### src/rtl/rtc_bank_read_seq.sv
// RTC bank read sequencer.
// For every bank selected at start, writes the transfer command (CMD_BASE+bank,
// CMD_DATA), then reads NUM_REGS addresses from addr_table_i into a shadow buffer.
// The shadow is copied to rd_data_o in one cycle, so a consumer never sees a
// half-updated time value. Each bus request is covered by a wait timeout.
// Optional build macro: RTC_BCD_CHECK_EN. When it is defined, every read byte
// must be valid BCD. A bank with a bad byte is not committed, and the sequence
// ends with err_o instead of done_o.
//
// state   | meaning
// IDLE    | waiting for start_i
// CMD_REQ | transfer command write in progress for bank_q
// RD_REQ  | register reads for bank_q; bus_req_q low = gap cycle before the next read
// COMMIT  | copy shadow to rd_data for bank_q, then the next bank or FINISH
// FINISH  | one done (or err) pulse, then IDLE
module rtc_bank_read_seq #(
    parameter int                DATA_W      = 8,
    parameter int                ADDR_W      = 8,
    parameter int                NUM_BANKS   = 2,
    parameter int                NUM_REGS    = 6,
    parameter logic [ADDR_W-1:0] CMD_BASE    = 8'hF1,
    parameter logic [DATA_W-1:0] CMD_DATA    = 8'h01,
    parameter int                TIMEOUT_CYC = 255
) (
    input  logic                                  clk_i,
    input  logic                                  reset_i,
    input  logic                                  start_i,
    input  logic [NUM_BANKS-1:0]                  bank_mask_i,
    input  logic [NUM_BANKS*NUM_REGS*ADDR_W-1:0]  addr_table_i,
    output logic                                  bus_req_o,
    output logic                                  bus_wr_o,
    output logic [ADDR_W-1:0]                     bus_addr_o,
    output logic [DATA_W-1:0]                     bus_wdata_o,
    input  logic                                  bus_ack_i,
    input  logic [DATA_W-1:0]                     bus_rdata_i,
    output logic [NUM_BANKS*NUM_REGS*DATA_W-1:0]  rd_data_o,
    output logic [NUM_BANKS-1:0]                  bank_upd_o,
    output logic                                  busy_o,
    output logic                                  done_o,
    output logic                                  err_o
);

    localparam int BW        = (NUM_BANKS > 1) ? $clog2(NUM_BANKS) : 1;
    localparam int RW        = (NUM_REGS > 1) ? $clog2(NUM_REGS) : 1;
    localparam int BANK_BITS = NUM_REGS * DATA_W;
    localparam logic [7:0]    TMO_LAST = 8'(TIMEOUT_CYC - 1);
    localparam logic [RW-1:0] REG_LAST = RW'(NUM_REGS - 1);

    typedef enum logic [2:0] {IDLE, CMD_REQ, RD_REQ, COMMIT, FINISH} state_t;

    state_t                              state_q;
    logic [BW-1:0]                       bank_q;
    logic [NUM_BANKS-1:0]                rem_q;
    logic [RW-1:0]                       reg_q;
    logic [7:0]                          tmr_q;
    logic [BANK_BITS-1:0]                shadow_q;
    logic [NUM_BANKS*BANK_BITS-1:0]      rd_data_q;
    logic                                bus_req_q;
    logic                                bus_wr_q;
    logic [ADDR_W-1:0]                   bus_addr_q;
    logic [DATA_W-1:0]                   bus_wdata_q;
    logic [NUM_BANKS-1:0]                bank_upd_q;
    logic                                busy_q;
    logic                                done_q;
    logic                                err_q;
    logic                                bank_bad_q;
    logic                                seq_bad_q;

    logic [NUM_BANKS-1:0]                src_d;
    logic [BW-1:0]                       bank_d;
    logic [NUM_BANKS-1:0]                sel_d;
    logic [ADDR_W-1:0]                   rd_addr_d;
    logic                                byte_bad_d;
    logic                                tmo_d;

    function automatic logic [BW-1:0] low_idx(input logic [NUM_BANKS-1:0] m);
        low_idx = '0;
        for (int i = NUM_BANKS - 1; i >= 0; i--) begin
            if (m[i]) low_idx = BW'(i);
        end
    endfunction

    // Next bank to launch: from the live mask at start, from the remaining set after a commit
    always_comb begin
        src_d      = (state_q == IDLE) ? bank_mask_i : rem_q;
        bank_d     = low_idx(src_d);
        sel_d      = NUM_BANKS'(1) << bank_d;
        rd_addr_d  = addr_table_i[(int'(bank_q) * NUM_REGS + int'(reg_q)) * ADDR_W +: ADDR_W];
        tmo_d      = bus_req_q && !bus_ack_i && (tmr_q == TMO_LAST);
        byte_bad_d = 1'b0;
`ifdef RTC_BCD_CHECK_EN
        for (int n = 0; n < DATA_W / 4; n++) begin
            if (bus_rdata_i[n*4 +: 4] > 4'd9) byte_bad_d = 1'b1;
        end
`endif
    end

    // Sequencer FSM with registered bus and status outputs
    always_ff @(posedge clk_i or posedge reset_i) begin
        if (reset_i) begin
            state_q     <= IDLE;
            bank_q      <= '0;
            rem_q       <= '0;
            reg_q       <= '0;
            tmr_q       <= '0;
            shadow_q    <= '0;
            rd_data_q   <= '0;
            bus_req_q   <= 1'b0;
            bus_wr_q    <= 1'b0;
            bus_addr_q  <= '0;
            bus_wdata_q <= '0;
            bank_upd_q  <= '0;
            busy_q      <= 1'b0;
            done_q      <= 1'b0;
            err_q       <= 1'b0;
            bank_bad_q  <= 1'b0;
            seq_bad_q   <= 1'b0;
        end else begin
            bank_upd_q <= '0;
            done_q     <= 1'b0;
            err_q      <= 1'b0;
            case (state_q)
                IDLE: begin
                    if (start_i) begin
                        if (bank_mask_i == '0) begin
                            done_q <= 1'b1;
                        end else begin
                            busy_q      <= 1'b1;
                            seq_bad_q   <= 1'b0;
                            state_q     <= CMD_REQ;
                            bank_q      <= bank_d;
                            rem_q       <= src_d & ~sel_d;
                            bus_req_q   <= 1'b1;
                            bus_wr_q    <= 1'b1;
                            bus_addr_q  <= CMD_BASE + ADDR_W'(bank_d);
                            bus_wdata_q <= CMD_DATA;
                            tmr_q       <= '0;
                            bank_bad_q  <= 1'b0;
                        end
                    end
                end
                CMD_REQ, RD_REQ: begin
                    if (!bus_req_q) begin
                        // gap cycle done: issue the next register read
                        bus_req_q   <= 1'b1;
                        bus_wr_q    <= 1'b0;
                        bus_addr_q  <= rd_addr_d;
                        bus_wdata_q <= '0;
                        tmr_q       <= '0;
                    end else if (bus_ack_i) begin
                        bus_req_q <= 1'b0;
                        if (state_q == CMD_REQ) begin
                            state_q <= RD_REQ;
                            reg_q   <= '0;
                        end else begin
                            shadow_q[int'(reg_q) * DATA_W +: DATA_W] <= bus_rdata_i;
                            bank_bad_q <= bank_bad_q | byte_bad_d;
                            if (reg_q == REG_LAST) state_q <= COMMIT;
                            else                   reg_q   <= reg_q + RW'(1);
                        end
                    end else if (tmo_d) begin
                        bus_req_q <= 1'b0;
                        busy_q    <= 1'b0;
                        err_q     <= 1'b1;
                        state_q   <= IDLE;
                    end else begin
                        tmr_q <= tmr_q + 8'd1;
                    end
                end
                COMMIT: begin
                    if (!bank_bad_q) begin
                        rd_data_q[int'(bank_q) * BANK_BITS +: BANK_BITS] <= shadow_q;
                        bank_upd_q <= NUM_BANKS'(1) << bank_q;
                    end else begin
                        seq_bad_q <= 1'b1;
                    end
                    if (rem_q != '0) begin
                        state_q     <= CMD_REQ;
                        bank_q      <= bank_d;
                        rem_q       <= src_d & ~sel_d;
                        bus_req_q   <= 1'b1;
                        bus_wr_q    <= 1'b1;
                        bus_addr_q  <= CMD_BASE + ADDR_W'(bank_d);
                        bus_wdata_q <= CMD_DATA;
                        tmr_q       <= '0;
                        bank_bad_q  <= 1'b0;
                    end else begin
                        state_q <= FINISH;
                    end
                end
                FINISH: begin
                    busy_q  <= 1'b0;
                    state_q <= IDLE;
                    if (seq_bad_q) err_q  <= 1'b1;
                    else           done_q <= 1'b1;
                end
                default: state_q <= IDLE;
            endcase
        end
    end

    assign bus_req_o   = bus_req_q;
    assign bus_wr_o    = bus_wr_q;
    assign bus_addr_o  = bus_addr_q;
    assign bus_wdata_o = bus_wdata_q;
    assign rd_data_o   = rd_data_q;
    assign bank_upd_o  = bank_upd_q;
    assign busy_o      = busy_q;
    assign done_o      = done_q;
    assign err_o       = err_q;

endmodule

### config.mk
export PLATFORM = sky130hd
export DESIGN_NAME = rtc_bank_read_seq
export DESIGN_NICKNAME = d
export VERILOG_FILES = /design/src/rtl/rtc_bank_read_seq.sv
export SDC_FILE = /design/constraint.sdc
export NUM_CORES = 1
export LEC_CHECK = 0
export CAP_MARGIN = 20
export CORE_ASPECT_RATIO = 0.7
export CORE_MARGIN = 2
export CORE_UTILIZATION = 60
export CTS_CLUSTER_DIAMETER = 100
export DETAILED_ROUTE_END_ITERATION = 8
export DONT_BUFFER_PORTS = 1
export PLACE_DENSITY = 0.88
export SETUP_SLACK_MARGIN = 0.05
export SLEW_MARGIN = 30
export SYNTH_ARGS = -nofsm -noshare
export SYNTH_HDL_FRONTEND = slang
export SYNTH_SLANG_ARGS = --single-unit
### constraint.sdc
create_clock -name clk_i -period 6.5 [get_ports clk_i]
set_input_delay 1.3 -clock clk_i [delete_from_list [all_inputs] [get_ports clk_i]]
set_output_delay 1.3 -clock clk_i [all_outputs]
set_load 0.01 [all_outputs]
==> flow_summary.json <==
{
  "run_status": "completed",
  "cts_setup_buffers": 0,
  "period_needed_ns": 3.34,
  "syn_area_mm2": 0.00799,
  "setup-violations-final": 0,
  "vias": 4939,
  "num-fill-cells": 883,
  "grt_pass1_vias": 4987,
  "synthAdderAreaFrac_pct": 1.35,
  "antenna_found_initial": 1,
  "cts_resized": 0,
  "rr_worst_depth": 6,
  "dieHeight_um": 101,
  "r2r_end": "shadow_q[42]$_DFFE_PP0P_",
  "fmax_mhz": 299,
  "grt-busiest-layer": "met2",
  "crit_fanout": 32,
  "drt_pass1_iterations": 7,
  "rsz0062_at_grt": "no",
  "synth_edf_count": 0,
  "r2r_start": "reg_q[0]$_DFFE_PP0P_",
  "crit_required_ns": 6.80,
  "ios": 229,
  "muxShareOfSynthArea_pct": 28.2,
  "drive_gt1_share_pct": 28.4,
  "critPathKind": "register to register",
  "synth_area_leaders": "dfrtp_1 55%, mux2_2 12%, mux2_1 7.0%",
  "layout_common_cells": "176 x dfrtp_1, 87 x mux2_2, 50 x mux2_1",
  "yosys_warnings": 0,
  "ys_seq_area_share_pct": 55.4,
  "endpoint": "shadow_q[42]$_DFFE_PP0P_",
  "worst_pin_slew_ns": 0.849,
  "diodes": 0,
  "cpPeakStageDelay_ns": 0.92,
  "finalHoldViolations": 0,
  "fin_skew_ns": 0.0118,
  "synth_cells": 574,
  "dpl.hpwl_um": 13300,
  "rrSetupSlack_ns": 3.16,
  "final_common_cell": "dfrtp_1",
  "maxSlewViolCount": 0,
  "clock_latency_ns": 0.42,
  "initial_core_util_pct": 61.0,
  "synthFlopType": "dfrtp_1",
  "fin_crit_sh_pct": 51.4,
  "synth_top_area_cell": "dfrtp_1",
  "rows": 35,
  "clockBufferDepth": 2,
  "ys_seq_elements": 177,
  "grt_use_met2_pct": 41.7,
  "cts_tree": "yes",
  "ir_worst_vdd_v": 0.000249,
  "slew_headroom_pct": 43.4,
  "start_kind": "register",
  "drt_iter0_drc": 399,
  "syn_to_final_growth_pct": 8.06,
  "wire_per_inst_um": 25.3,
  "drc": 0,
  "startpoint": "reg_q[0]$_DFFE_PP0P_",
  "clock_sinks": 177,
  "worst_slack_ns": 3.16,
  "syn_area_per_cell_um2": 13.9,
  "grtUsageTotal_pct": 26.9,
  "num-nets-final": 682,
  "synth_simple_gate_area_share_pct": 6.73,
  "io_buffers": 0,
  "synth-compound-area-share_pct": 4.99,
  "arrival_ns": 3.64,
  "grt_pass1_wl_um": 29000,
  "cts_hold_buf": 0,
  "p_leak_nw": 4.12,
  "die_w_um": 142,
  "clk_root_buffer_cell": "clkbuf_16",
  "worst_setup_path_end_kind": "register",
  "path_common_cell": "inv_1",
  "path_cells": "inv_1, ha_1, inv_1, nor4_2, or4b_1, mux2_4",
  "pre_cts_ws_ns": 3.23,
  "synth_top_family_by_area": "multiplexers",
  "ant_nets": 0,
  "grt_util_met3_pct": 6.13,
  "vias_per_cell": 6.65,
  "synth.distinct_cells": 56,
  "hp-class": "register to register",
  "cts.clk_slew.worst_paths_ns": 0.07,
  "slowest_stage": "dfrtp_2",
  "synth_top_area_share_pct": 55.4,
  "grt_max_degree": 101,
  "overflow": 0,
  "coreArea_mm2": 0.0131,
  "async_reset_ff_share_pct": 100,
  "postRouteWirelength_um": 18800,
  "maxCapViolations": 0,
  "setup_tns_ns": 0,
  "place_congestion": 0.898,
  "grt_use_met1_pct": 37.8,
  "cellPowerDensity_mw_per_mm2": 432,
  "cts-htree-levels": 4,
  "numCtsBuffers": 17,
  "die_area_mm2": 0.0143,
  "synth_xor_area_share_pct": 0.313
}
==> how the worst min path moves through the flow <==
stage / startpoint / to / slack, ns / cells after the start
finish: rem_q[0]$_DFFE_PP0P_ / state_q[2]$_DFFE_PP0P_ / 0.48 / 1
global route: rem_q[0]$_DFFE_PP0P_ / state_q[2]$_DFFE_PP0P_ / 0.49 / 1
CTS: rem_q[0]$_DFFE_PP0P_ / state_q[2]$_DFFE_PP0P_ / 0.48 / 1
detailed placement: rem_q[0]$_DFFE_PP0P_ / state_q[2]$_DFFE_PP0P_ / 0.47 / 1
global placement: rem_q[0]$_DFFE_PP0P_ / state_q[2]$_DFFE_PP0P_ / 0.45 / 1
floorplan: rem_q[0]$_DFFE_PP0P_ / state_q[2]$_DFFE_PP0P_ / 0.43 / 1
==> registers in the layout, summed over array words and instances (netlist names), 2 cells and up <==
| register | flops |
|---|---|
| rem_q | 2 |
| rd_data_o | 96 |
| state_q | 3 |
| reg_q | 3 |
| shadow_q | 48 |
| bus_addr_o | 8 |
| tmr_q | 8 |
| bank_upd_o | 2 |
==> cell families (layout without fill, tap and decap cells) <==
group | after synthesis | count (layout)
flip-flops | 177 | 177
adder cells (fa/ha/maj) | 8 | 8
XOR/XNOR | 2 | 2
buffers and inverters | 50 | 47
AND/OR/NAND/NOR | 101 | 101
AO/OA/AOI/OAI | 60 | 60
multiplexers | 175 | 175
other | 1 | 7
==> metal layers <==
metal | routed length (µm) | vias up
met3 | 1390 | 39
li1 | - | 2054
met5 | 0 | -
met4 | 399 | 0
met1 | 7980 | 2576
met2 | 8990 | 270
==> cell type report <==
| type | instances | area, µm² | share of cell area (%) |
|---|---|---|---|
| timing repair buffer | 3 | 26.3 | 0.304 |
| multi-input combinational | 353 | 3360 | 38.9 |
| clock inverter | 15 | 138 | 1.59 |
| tap | 166 | 208 | 2.40 |
| clock buffer | 17 | 425 | 4.93 |
| sequential | 177 | 4430 | 51.3 |
| inverter | 12 | 52.6 | 0.608 |
==> critical path, delay by kind of cell (launching register included) <==
kind                     cells  cell delay (ns)
multiplexers                 1             0.40
AND/OR/NAND/NOR              2             1.17
buffers and inverters        2             0.33
flip-flops                   1             0.92
adder cells (fa/ha/maj)      1             0.41
==> metrics by stage <==
stage	area (µm²)	hold WS, ns	instances	utilization [%]	power, mW
global route	8640	0.492	743	66.0	3.91
floorplan	8020	0.434	580	-	2.48
CTS	8630	0.480	743	65.9	3.73
detailed placement	8070	0.472	711	61.6	2.75
global placement	8070	0.453	711	61.6	2.66
finish	8640	0.480	743	66.0	3.73
==> power by group <==
group | internal, mW | switching [mW] | leakage [nW]
Combinational | 0.504 | 0.542 | 1.44
Sequential | 1.36 | 0.356 | 2.40
Clock | 0.510 | 0.467 | 0.280
Total | 2.37 | 1.36 | 4.12
==> cells in the mapped netlist, types with 10 or more instances <==
cell / count
nand2_1: 22
mux2_2: 87
o21ai_0: 13
inv_1: 12
buf_2: 11
buf_4: 10
dfrtp_1: 177
mux2_1: 50
nand3_1: 11
o21ai_1: 10
clkbuf_1: 12
mux4_2: 23
a21oi_1: 10
and2_1: 11
nor2_1: 18
(Power assumes the default switching activity.)
